<file path="config.mk">
export PLATFORM = sky130hd
export DESIGN_NAME = program_mem
export DESIGN_NICKNAME = d
export VERILOG_FILES = /design/src/rtl/program_mem.sv
export SDC_FILE = /design/constraint.sdc
export NUM_CORES = 1
export LEC_CHECK = 0
export ABC_CLOCK_PERIOD_IN_PS = 1200
export CORE_MARGIN = 2
export CORE_UTILIZATION = 43
export DETAILED_ROUTE_END_ITERATION = 10
export PLACE_DENSITY = 0.81
export SYNTH_ARGS = -nofsm -noshare
export SYNTH_HDL_FRONTEND = slang
export SYNTH_SLANG_ARGS = --single-unit
</file>
<file path="constraint.sdc">
create_clock -name clk -period 1.2 [get_ports clk]
set_clock_uncertainty 0.2 [all_clocks]
set_input_delay 0.12 -clock clk [delete_from_list [all_inputs] [get_ports clk]]
set_output_delay 0.12 -clock clk [all_outputs]
set_load 0.01 [all_outputs]
</file>
<file path="src/rtl/program_mem.sv">
// Jac1-8 program ROM: a fixed 64-word instruction image.
// The word addressed by pc is registered onto ir on every rising clock edge.
module program_mem #(
  parameter int PC_WIDTH  = 8,
  parameter int DataWidth = 16,
  parameter int CMD_CNT   = 64
) (
  input  logic                 clk,
  input  logic                 res_n,
  input  logic [PC_WIDTH-1:0]  pc,
  output logic [DataWidth-1:0] ir
);

  logic [DataWidth-1:0] rom_word_p0;

  // Addresses at or above CMD_CNT read zero rather than aliasing onto the image.
  function automatic logic [DataWidth-1:0] rom_lookup(input logic [PC_WIDTH-1:0] addr);
    logic [15:0]  word;
    int unsigned  idx;
    word = 16'h0000;
    idx  = 32'(addr);
    if (idx < CMD_CNT) begin
      case (idx)
        0:       word = 16'h4903;
        1:       word = 16'h4A14;
        2:       word = 16'h4BF0;
        3:       word = 16'h0910;
        4:       word = 16'h1918;
        5:       word = 16'h480F;
        6:       word = 16'h2008;
        7:       word = 16'h2918;
        8:       word = 16'h3308;
        9:       word = 16'h1308;
        12:      word = 16'h8008;
        default: word = 16'h0000;
      endcase
    end
    return DataWidth'(word);
  endfunction

  assign rom_word_p0 = rom_lookup(pc);

  // ---- stage p0 -> ir: single output register, no enable ----
  always_ff @(posedge clk or negedge res_n) begin
    if (!res_n) begin
      ir <= '0;
    end else begin
      ir <= rom_word_p0;
    end
  end

endmodule

</file>
Word-level counts from Yosys, hierarchy flattened
Memories as Yosys holds them, arrays and structs flattened.
Cells that the tools add are included.
{"block": "word_totals", "register_bits": 16, "romBits": 240, "output_inout_bits": 16, "wordCells": 6, "memories": 1}
{"memory": "(name not given)", "depth": 16, "width": 15, "rd": 1, "rd_ports_with_merged_regs": 0, "wr": 0, "line_no": "23", "rtl": "case (idx)"}
{"block": "op_classes", "order_cmp": 1, "n_mux": 2, "n_reduce_logical": 1}
{"cell": "2-to-1 mux 16 bit", "count": 2}
{"cell": "< comparator 8 x 7 -> 1 bit, second input constant", "count": 1}
{"cell": "logical NOT 4 bit", "count": 1}

Longest topological paths before layout
{"block": "depth", "depth_word": 3, "depth_mapped": 5, "depth_no_buf": 5}

Worst setup path after synthesis
No wires, ideal clock.
{"block": "synth_timing", "path_kind": "input port to flip-flop", "startpoint": "in pc[5]", "endpoint": "reg ir[14]", "arrival_time_ps": 1100, "setup_slack_ps": -186, "stages": 4, "cell_sequence": "or4_4 > buf_6 > nand2b_4 > a211oi_2"}
{"block": "synth_between", "elab_chain_len": 3, "word_cells_on_any_way": 4, "classes_between": "order compare: 1; mux: 2; reduce/logical: 1"}
{"element": "start: declaration", "line_no": "10", "rtl": "input logic [PC_WIDTH-1:0] pc,"}
{"element": "branches (longest 2 deep; another with < comparator 8 x 7 -> 1 bit)"}
{"element": "2-to-1 mux 16 bit *", "line_no": "22", "rtl": "if (idx < CMD_CNT) begin"}
{"element": "via rom_word_p0[14]", "line_no": "14", "rtl": "logic [DataWidth-1:0] rom_word_p0;"}
{"element": "end signal: assignment", "line_no": "48", "rtl": "ir <= rom_word_p0;"}
{"element": "end: declaration", "line_no": "11", "rtl": "output logic [DataWidth-1:0] ir"}
Mark *: on every way through the listed nets, which the timed path passes.

Worst setup path after layout
{"block": "layout_timing", "startpoint": "reg ir[3]", "endpoint": "out ir[3]"}
No word-level cell between the ends.

==> run metrics <==
status=finished, final reports clean; CP Capture Type=output port; DP Area=923 sq um; Setup TNS Final=0 ns; initial drt markers=1; peak supply drop=0.628 mV; Synthesized Nets=70; pwr dens=approximately 940 nW/um^2; fmax=between 800 and 900 MHz; pin count of the biggest net entering global routing=13; CTS tree=done; CP top delay family=flip-flops; Antenna Violating Nets Remaining=0; Yosys cell types=23; Crit path buffers/inverters=1; crit path cell chain=clkdlybuf4s15_1; initial antenna violation count=0; DRC viols=0; cell taking the most area after synthesis=dfrtp_1; final hold vios=0; Ant. Diodes=0; biggest regs=ir (12); clk root buf=clkbuf_4; cells after synthesis=55; highest net fanout along the worst path=1; Via density=5.01; Routed WL=around 1.5 mm; HPWL after DPL=982 um; Die X=between 40 and 50 um; row count=13; Max-cap violations=0; Crit path required time=0.88 ns; Total Die Area=1760 sq um; commonest non-fill, non-tap cell in the layout=buf_4; gr usage total=18.9%; Multi-input gate area=302 sq um; area of the core=between 1000 and 1500 sq um; Vias=541; Largest Register=ir; RSZ-0062 raised after global routing=yes; Fill cells=100; Critical Path Max Stage Delay=0.36 ns; final setup fails=0; leakage power=0.525 nW; share of the synthesized area in the top cell type=48.5%; CP endpoint=ir[3]; area of the mapped netlist=around 620 sq um; CTS buffer count=3; Synth area leaders=dfrtp_1 48%, ha_1 10%, buf_4 4.8%, a211oi_2 4.0%, mux2i_1 3.2%; Setup CP Type=reg -> out; fin crit share=98.7%; Clock Sinks=12; Layout Nets=109; Seq/Total Area, Yosys=48.5%; Slowest cell on crit path=dfrtp_1; design area=~960 sq um; wire per inst=14.1 um; CP Launch Point=ir[3]; CTS H-tree depth=1; WHS=roughly 0.016 ns; Clock Path Buffers=2; vias in the first global route=533; max reg flops=12; commonest cells after routing, fill and taps aside=14 x buf_4, 12 x dfrtp_1, 9 x buf_2, 8 x clkbuf_2; port buffer count=24; IO Count=26; crit path DAT=0.86 ns; YS warnings=0; Crit path depth=1; mean post-synth cell area=11.3 sq um; FF/Latch Area=300 sq um; Area Overhead vs Synth=54.3%; global placer's final weighted congestion=~0.85; Critical Path Start Type=register; fin crit period=1.18 ns; Die Y-Extent=42.0 um; global route overflow=0; fraction of layout cells with a size suffix above 1=52.7%; final core utilization=around 73%; Yosys reg bits=12; Clock Pin Slew Worst Setup and Hold Paths=approximately 0.07 ns; Final Max Tran Viols=0; worst hold path class=in -> reg; Initial Util=47.0%; first-pass GRT wire length=2.42 mm; DRT Pass-1 Iters=4
==> power breakdown <==
group	internal [W]	leakage (nW)	total, W	switching, W
clock	0.000185	0.0210	0.000327	0.000142
sequential	0.000408	0.167	0.000409	0.000000967
combinational	0.0000814	0.337	0.000162	0.0000808
==> cells in the mapped netlist <==
| cell | instances |
|---|---|
| a211oi_1 | 1 |
| a211oi_2 | 2 |
| a21oi_1 | 3 |
| a31oi_1 | 1 |
| and3b_1 | 1 |
| buf_1 | 1 |
| buf_4 | 4 |
| buf_6 | 1 |
| conb_1 | 1 |
| dfrtp_1 | 12 |
| ha_1 | 5 |
| inv_1 | 4 |
| mux2i_1 | 2 |
| nand2b_4 | 1 |
| nand3_1 | 2 |
| nor2_1 | 5 |
| nor2b_1 | 2 |
| nor3_1 | 2 |
| nor4b_2 | 1 |
| o21a_1 | 1 |
| o21ai_0 | 1 |
| or3_1 | 1 |
| or4_4 | 1 |
==> what timing repair did <==
action                     in CTS  in global routing
buffers inserted                3                  0
hold endpoints to repair       12                  0
pin swaps                       4                  3
setup endpoints to repair      27                 17
hold buffers                    1                  0
resized for setup              56                 21
==> worst min path at each step <==
stage               slack (ns)     end   from  cells past startpoint
floorplan                -0.38  ir[11]  res_n                      0
global placement          0.23   ir[2]  res_n                      2
detailed placement        0.23  ir[14]  res_n                      2
CTS                       0.01   ir[3]  pc[4]                      4
global route              0.04   ir[7]  pc[4]                      4
finish                    0.02   ir[7]  pc[4]                      4
==> layout make-up <==
cell class	count	share of cell area (%)
Timing Repair Buffer	40	29.7
Tap cell	15	1.96
Multi-Input combinational cell	33	31.5
Sequential cell	12	31.4
Inverter	4	1.57
Clock buffer	4	3.80
==> metal layers <==
layer | up-vias | part of all wire [%] | track usage [%]
li1 | 257 | - | -
met5 | - | 0 | 0
met4 | 0 | 2.2 | 9.68
met1 | 257 | 42 | 21.9
met3 | 5 | 5.3 | 2.61
met2 | 22 | 50 | 33.4
==> through the flow <==
stage               total power, W  std cells  setup slack, ns
floorplan                 0.000473         55           -0.137
global placement          0.000557        100           -0.510
detailed placement        0.000562        100           -0.545
CTS                       0.000892        108         0.000411
global route              0.000941        108         -0.00434
finish                    0.000898        108           0.0154
==> logic make-up (layout without fill, tap and decap cells) <==
logic type,count (synthesis),in the layout,share of synthesized area [%]
flip-flops,12,12,48.5
AND/OR/NAND/NOR,16,16,17.2
multiplexers,2,2,3.23
other,1,1,0.605
AO/OA/AOI/OAI,9,9,10.7
adder cells (fa/ha/maj),5,5,10.1
buffers and inverters,10,48,9.70
Power figures use the tool's default switching activity.
